===== src/rtl/light_pkg.sv =====
// Shared types and helpers for the traffic-light sequencer: phase encoding,
// timer width, and per-phase reload/decode functions.
package light_pkg;

  localparam int unsigned TIMER_W = 6;

  typedef enum logic [1:0] {
    S_GREEN  = 2'd0,
    S_YELLOW = 2'd1,
    S_RED    = 2'd2
  } state_e;

  // Reload value (duration minus one) for the phase being entered.
  function automatic logic [TIMER_W-1:0] dur_of(state_e s, int unsigned g,
                                                int unsigned y, int unsigned r);
    case (s)
      S_YELLOW: dur_of = TIMER_W'(y - 1);
      S_RED:    dur_of = TIMER_W'(r - 1);
      default:  dur_of = TIMER_W'(g - 1);
    endcase
  endfunction

  function automatic state_e next_of(state_e s);
    case (s)
      S_GREEN:  next_of = S_YELLOW;
      S_YELLOW: next_of = S_RED;
      default:  next_of = S_GREEN;
    endcase
  endfunction

  // One-hot light vector ordered {red, yellow, green}.
  function automatic logic [2:0] onehot_of(state_e s);
    case (s)
      S_YELLOW: onehot_of = 3'b010;
      S_RED:    onehot_of = 3'b100;
      default:  onehot_of = 3'b001;
    endcase
  endfunction

endpackage


===== src/rtl/phase_counter.sv =====
// Loadable down-counter for phase timing; saturates at zero and can be frozen.
module phase_counter
  import light_pkg::*;
(
  input  logic               clock,
  input  logic               load,
  input  logic [TIMER_W-1:0] load_val,
  input  logic               dec,
  input  logic               freeze,
  output logic [TIMER_W-1:0] count,
  output logic               zero
);

  logic [TIMER_W-1:0] count_q;

  always_ff @(posedge clock) begin
    if (load) begin
      count_q <= load_val;
    end else if (dec && !freeze && (count_q != '0)) begin
      count_q <= count_q - TIMER_W'(1);
    end
  end

  assign count = count_q;
  assign zero  = (count_q == '0);

endmodule


===== src/rtl/light_sequencer.sv =====
// Green/yellow/red phase sequencer with force-red and hold; lights are held in
// a register so the one-hot pattern changes cleanly on a clock edge.
module light_sequencer
  import light_pkg::*;
#(
  parameter int unsigned GREEN_CYCLES  = 35,
  parameter int unsigned YELLOW_CYCLES = 5,
  parameter int unsigned RED_CYCLES    = 20
) (
  input  logic               clock,
  input  logic               reset,
  input  logic               tick,
  input  logic               hold,
  input  logic               force_red,
  output logic               green,
  output logic               yellow,
  output logic               red,
  output logic [TIMER_W-1:0] phase_timer,
  output logic               phase_done
);

  if (GREEN_CYCLES < 1 || GREEN_CYCLES > 63) begin : g_bad_green
    $error("GREEN_CYCLES out of range 1..63");
  end
  if (YELLOW_CYCLES < 1 || YELLOW_CYCLES > 63) begin : g_bad_yellow
    $error("YELLOW_CYCLES out of range 1..63");
  end
  if (RED_CYCLES < 1 || RED_CYCLES > 63) begin : g_bad_red
    $error("RED_CYCLES out of range 1..63");
  end

  state_e             state_q, state_d;
  logic [2:0]         lights_q, lights_d;
  logic               done_q, done_d;
  logic               load, dec, freeze, zero;
  logic [TIMER_W-1:0] load_val, count;

  always_comb begin
    state_d = state_q;
    load    = 1'b0;
    dec     = 1'b0;
    freeze  = 1'b0;
    done_d  = 1'b0;
    if (reset) begin
      state_d = S_GREEN;
      load    = 1'b1;
    end else if (!(state_q inside {S_GREEN, S_YELLOW, S_RED})) begin
      state_d = S_GREEN;
      load    = 1'b1;
      done_d  = 1'b1;
    end else if (force_red && state_q == S_GREEN) begin
      state_d = S_YELLOW;
      load    = 1'b1;
      done_d  = 1'b1;
    end else if ((force_red && state_q == S_RED) || hold) begin
      // force_red in YELLOW falls through to here or the normal count.
      freeze = 1'b1;
    end else if (tick) begin
      if (zero) begin
        state_d = next_of(state_q);
        load    = 1'b1;
        done_d  = 1'b1;
      end else begin
        dec = 1'b1;
      end
    end
    load_val = dur_of(state_d, GREEN_CYCLES, YELLOW_CYCLES, RED_CYCLES);
    lights_d = onehot_of(state_d);
  end

  always_ff @(posedge clock) begin
    if (reset) begin
      state_q  <= S_GREEN;
      lights_q <= 3'b001;
      done_q   <= 1'b0;
    end else begin
      state_q  <= state_d;
      lights_q <= lights_d;
      done_q   <= done_d;
    end
  end

  phase_counter u_phase_counter (
    .clock    (clock),
    .load     (load),
    .load_val (load_val),
    .dec      (dec),
    .freeze   (freeze),
    .count    (count),
    .zero     (zero)
  );

  assign green       = lights_q[0];
  assign yellow      = lights_q[1];
  assign red         = lights_q[2];
  assign phase_timer = count;
  assign phase_done  = done_q;

endmodule


===== config.mk =====
export PLATFORM = sky130hd
export DESIGN_NAME = light_sequencer
export DESIGN_NICKNAME = d
export VERILOG_FILES = /design/src/rtl/light_pkg.sv /design/src/rtl/phase_counter.sv /design/src/rtl/light_sequencer.sv
export SDC_FILE = /design/constraint.sdc
export NUM_CORES = 1
export LEC_CHECK = 0
export BUFFER_PORTS_ARGS = -buffer_cell sky130_fd_sc_hd__clkbuf_2
export CAP_MARGIN = 20
export CORE_MARGIN = 10
export CORE_UTILIZATION = 45
export CTS_BUF_LIST = sky130_fd_sc_hd__clkbuf_16
export DETAILED_ROUTE_END_ITERATION = 7
export GPL_TIMING_DRIVEN = 0
export PLACE_DENSITY = 0.7
export SYNTH_ARGS = -nofsm -noshare
export SYNTH_HDL_FRONTEND = slang
export SYNTH_HIERARCHICAL = 1
export SYNTH_SLANG_ARGS = --single-unit

===== constraint.sdc =====
create_clock -name clock -period 2.3 [get_ports clock]
set_input_delay 0.23 -clock clock [delete_from_list [all_inputs] [get_ports clock]]
set_output_delay 0.23 -clock clock [all_outputs]
set_load 0.1 [all_outputs]

Yosys cells after proc, flatten, opt, wreduce, memory -nomap -nowiden
Index checks and enable logic that the tools add are counted.
- bits in registers: 12
- word-level logic and storage cells: 47
- add/sub/neg operators: 1
- reduce and logical (&&, ||, !) cells: 11
- multiplexer cells: 27
- equal/unequal tests: 4
- operators by type and width (cell ; count):
    1-bit two-way mux ; 16
    2-bit two-way mux ; 6
    6-bit two-way mux ; 2
    6-bit case mux with 2 select lines ; 1
    6-bit zero test ; 1
    3-bit case mux with 2 select lines ; 1
    6-bit nonzero test ; 1
    6-bit by 1-bit subtractor with 6-bit output, second input constant ; 1
    2-bit by 1-bit equality test with 1-bit output, second input constant ; 2
    2-bit equality test, second input constant ; 2
    1-bit logical AND ; 4
    2-bit case mux with 2 select lines ; 1
    3-bit nonzero test ; 1
    2-bit zero test ; 1
    2-bit nonzero test ; 1
    1-bit zero test ; 1
    1-bit logical OR ; 1

Longest topological paths before layout
- word-level depth: 12
- mapped depth: 10

Hierarchy
Netlist, hierarchy kept.
- by module, submodules not included (module ; times used ; cells an instance ; area each (µm²)):
    phase_counter ; 1 ; 35 ; 374.1
    light_sequencer ; 1 ; 40 ; 354.1

Worst setup path after synthesis
No wires, ideal clock.
- path kind: reg2reg
- start: register u_phase_counter.count_q[0], in the netlist u_phase_counter/count[0]
- end: register u_phase_counter.count_q[0], in the netlist u_phase_counter/count[0], enable pin
- path slack: -600 ps
- arrival time: 2610 ps
- library setup time: 290 ps
- cell stages (with the launch flop): 9
- cell sequence: edfxtp_1 inv_1 ha_1 and3b_2 and4bb_1 nor4_2 nand2b_1 buf_2 o21bai_1
- RTL lines (item ; line ; text):
    start: declaration ; phase_counter.sv:14 ; logic [TIMER_W-1:0] count_q;
    start signal: assignment ; phase_counter.sv:18 ; count_q <= load_val;
    start signal: assignment ; phase_counter.sv:20 ; count_q <= count_q - TIMER_W'(1);
    6-bit zero test ; phase_counter.sv:25 ; assign zero = (count_q == '0);
    via zero ; light_sequencer.sv:35 ; logic load, dec, freeze, zero;
    1-bit two-way mux ; light_sequencer.sv:59 ; if (zero) begin
    1-bit two-way mux ; light_sequencer.sv:58 ; end else if (tick) begin
    1-bit two-way mux ; light_sequencer.sv:55 ; end else if ((force_red && state_q == S_RED) || hold) begin
    1-bit two-way mux ; light_sequencer.sv:51 ; end else if (force_red && state_q == S_GREEN) begin
    1-bit two-way mux ; light_sequencer.sv:47 ; end else if (!(state_q inside {S_GREEN, S_YELLOW, S_RED})) begin
    1-bit two-way mux ; light_sequencer.sv:44 ; if (reset) begin
    via load ; light_sequencer.sv:35 ;
    2-bit nonzero test (no source line) ; - ;
The timed path passes the listed nets, and every way through them passes these cells.
A chain may end at the register's enable or synchronous reset.

Final worst setup path
- start: register u_phase_counter.count_q[3], in the netlist u_phase_counter/count[3]
- end: register u_phase_counter.count_q[5], in the netlist u_phase_counter/count[5] (data pin)
- word-level cells in the longest chain between the ends: 10
- ends and longest elaborated chain (item ; line ; text):
    6-bit zero test (*) ; phase_counter.sv:25 ;
    via zero ; light_sequencer.sv:35 ;
    2-bit two-way mux ; light_sequencer.sv:59 ;
    2-bit two-way mux ; light_sequencer.sv:58 ;
    2-bit two-way mux ; light_sequencer.sv:55 ;
    2-bit two-way mux ; light_sequencer.sv:51 ;
    2-bit two-way mux ; light_sequencer.sv:47 ;
    2-bit two-way mux ; light_sequencer.sv:44 ;
    2-bit equality test or 2-bit by 1-bit equality test with 1-bit output (tied branches) ; light_pkg.sv:16 ; case (s)
    6-bit case mux with 2 select lines ; light_pkg.sv:16 ;
    6-bit two-way mux (*) ; phase_counter.sv:17 ; if (load) begin
The timed path passes the listed nets; every way through them passes the cells marked *. The select of a mux whose other input is x is not followed.

==> metrics.md <==
| Metric | Value |
|---|---|
| Post-place setup slack | `-0.0830 ns` |
| First-pass GRT wire length | `2.31 mm` |
| Placed cell area | `~850 um^2` |
| Clock Latency Late Sink | `0.24 ns` |
| Worst setup SP type | `flip-flop` |
| Largest net degree at the start of global routing | `11` |
| Crit path max-delay cell type | `edfxtp_1` |
| Status | `finished, final reports clean` |
| Max incr delay on CP | `~0.47 ns` |
| PortBufs | `14` |
| Boundary Pins | `15` |
| TritonCTS Buffers | `3` |
| Ant. Diodes | `0` |
| Synthesized Nets | `85` |
| Number of global-route vias before repair | `around 550` |
| Top-area cell type share of the netlist area | `24.7%` |
| Clock power share | `between 30% and 40%` |
| Cell taking the most area after synthesis | `edfxtp_1` |
| Setup slack after layout | `~0.08 ns` |
| Antenna violations before repair | `0` |
| TritonCTS Sinks | `12` |
| Clk_skew | `0.000807 ns` |
| Site Rows | `14` |
| H-tree levels | `1` |
| DRT Wirelength | `between 1.5 and 2 mm` |
| Worst slew pin tran | `between 0.5 and 0.6 ns` |
| Average routed wire per standard cell | `around 14 um` |
| GRT Overall Usage | `between 8 and 9%` |
| Power Total | `between 800 and 900 uW` |
| Hold slack | `between 0.3 and 0.4 ns` |
| Utilization after layout | `64.3%` |
| Vias/cell | `5.34` |
| Max-cap viol count | `0` |
| Share of cells above drive strength 1 | `around a third` |
| Reg power frac | `about 32%` |
| Fin crit period | `about 2.2 ns` |
| Switching part of the total power | `36.0%` |
| Synth area leaders | `edfxtp_1, dfxtp_1, ha_1` |
| Overflow after GRT | `0` |
| Final instance area | `980 um^2` |
| Hold WC Path Type | `input port to flip-flop` |
| Critical Path AT | `2.21 ns` |
| Vias | `roughly 600` |
| Clock Path Buffers | `2` |
| Library cells used by synthesis | `35` |
| Starting density of the core | `47.8%` |
| Total Die Area | `about 3600 um^2` |
| TritonRoute pass-1 iters | `4` |
| Hold depth | `3` |
| DRC Markers | `0` |
| CTS root buf | `clkbuf_16` |
| # setup viols final | `0` |
| Post-DRT Antenna Nets | `0` |
| R2R depth | `8` |
| Crit path cell chain | `nor3_4 -> and3b_2 -> nand4b_1 -> o22ai_2 -> nand2b_1 -> ha_4 -> nand2b_4 -> o31a_1` |
| Syn avg cell area | `around 9.7 um^2` |
| Synth warn | `6` |
| Gate power share | `between 30% and 40%` |
| Peak Freq | `around 450 MHz` |
| Post-synth EDFFs | `6` |
| Hold EP | `state_q[0]` |
| Gpl congestion | `0.799` |
| Syn Std Cell Area | `between 700 and 800 um^2` |
| CTS tree | `yes` |
| Final Net Count | `about 110` |
| Die width | `around 60 um` |
| Post-Syn Instances | `75` |
| WP data required | `about 2.3 ns` |
| Ys async rst share | `0%` |
| Detailed-placement wirelength estimate | `roughly 1.1 mm` |
| Int Pwr | `between 500 and 600 uW` |
| DIE HEIGHT | `about 60 um` |
| HP Start | `reset` |
| Sequential area share after synthesis | `41.2%` |
| Crit Reg-Reg Endpoint | `u_phase_counter/count[5]` |
| Final Hold Vio Count | `0` |
| Final Max Slew Viols | `0` |
| Drt first-iter violations | `6` |
| Leakage | `approximately 0.00042 uW` |
| CP top delay family | `simple AND/OR/NAND/NOR gates` |
| Worst setup EP type | `flip-flop` |
| Number of synthesized register bits | `12` |
| Worst r2r src | `u_phase_counter/count[3]` |
| CTS clk-pin slew, worst paths | `0.04 ns` |
| Power Dens Cells | `a little under 900 nW/um^2` |
| Core area | `1520 um^2` |
| Critical path type | `flip-flop to flip-flop` |
| Main synth FF type | `edfxtp_1` |
| RSZ-0062 raised after global routing | `yes` |
| CP Buf/Inv Count | `0` |
| Worst VDD drop | `approximately 0.63 mV` |
| Cts hold-fix bufs | `0` |
| Most instantiated cells after synthesis | `dfxtp_1, edfxtp_1, nand2_1, nand2b_1` |
| CP max FO | `5` |
| Psw | `roughly 310 uW` |
| Reg2Reg Setup Slack | `roughly 0.079 ns` |
| Area delta synth->final | `34.5%` |
| Final worst path period share | `96.6%` |
| Slew headroom | `63.9%` |
[cell families after synthesis]
| kind of cell | Yosys count | synth area share [%] |
|---|---|---|
| and+or+nand+nor | 38 | 33.8 |
| buffers and inverters | 5 | 2.75 |
| DFF | 12 | 41.2 |
| xor gates and xnor gates | 3 | 3.61 |
| adders and majority gates | 5 | 8.59 |
| other | 1 | 0.515 |
| AOI/OAI and AO/OA | 11 | 9.45 |
[stage by stage]
stage	instances	setup TNS [ns]
6_report	113	0
5_1_grt	113	-0.0713
4_1_cts	111	0
3_5_place_dp	105	-0.0830
3_3_place_gp	105	0
2_1_floorplan	75	-5.14
[power groups by stage]
stage	clock, uW	combinational, uW	sequential [uW]
3_5_place_dp	0	258	278
2_1_floorplan	0	77.2	413
3_3_place_gp	0	255	276
5_1_grt	333	284	281
6_report	315	271	277
4_1_cts	319	261	274
[what timing repair did]
action / CTS / global route
gates resized for setup: 0 / 3
pin swaps: 4 / 5
buffers inserted: 2 / 2
endpoints found under the setup margin: 2 / 7
endpoints found under the hold margin: 0 / 0
[sequential cells by signal, summed over array words and instances (netlist names)]
name,cells
state_q,2
phase_done,1
u_phase_counter/count,6
lights_q,3
[routing by layer]
layer | GRT usage (%) | routed length [um] | vias to the layer above
met3 | 3.81 | 96 | 4
met2 | 13.5 | 768 | 19
li1 | - | - | 308
met4 | 5.77 | 34 | 0
met1 | 9.12 | 645 | 272
met5 | 0 | 0 | -
[cell type report]
| type | instances | area, um^2 |
|---|---|---|
| Buffer | 2 | 11.3 |
| Clock buffer | 3 | 75.1 |
| Clock inverter | 1 | 3.75 |
| Fill cell | 119 | 544 |
| Inverter | 3 | 11.3 |
| Multi-Input combinational cell | 58 | 458 |
| Sequential cell | 12 | 300 |
| Tap cell | 16 | 20.0 |
| Timing Repair Buffer | 18 | 100 |
[worst max-delay path by stage]
stage / startpoint / end / slack [ns] / depth (start not counted)
detailed placement: u_phase_counter/count[2] / u_phase_counter/count[5] / -0.08 / 8
CTS: u_phase_counter/count[3] / u_phase_counter/count[5] / 0.02 / 8
finish: u_phase_counter/count[3] / u_phase_counter/count[5] / 0.08 / 8
floorplan: u_phase_counter/count[0] / u_phase_counter/count[5] / -0.44 / 9
global placement: u_phase_counter/count[2] / u_phase_counter/count[5] / 0.001 / 8
global route: u_phase_counter/count[3] / u_phase_counter/count[5] / -0.03 / 8
[worst min-delay path, cell delays in order]
cell and delay (ns):
clkbuf_2 0.09, nor2_1 0.05, and3_1 0.15
[cells in the final DEF, fill, tap and decap left out, types with 2 or more instances in the layout]
master	n
clkbuf_16	3
o21ai_0	3
xnor2_1	3
nand2_1	6
ha_1	3
dfxtp_1	6
clkbuf_2	14
nor2b_1	5
inv_1	3
nor4_1	2
buf_4	5
nand2b_1	5
nor2_1	4
edfxtp_1	6
o21ai_1	2
No activity file was read; power rests on OpenSTA's default activity.
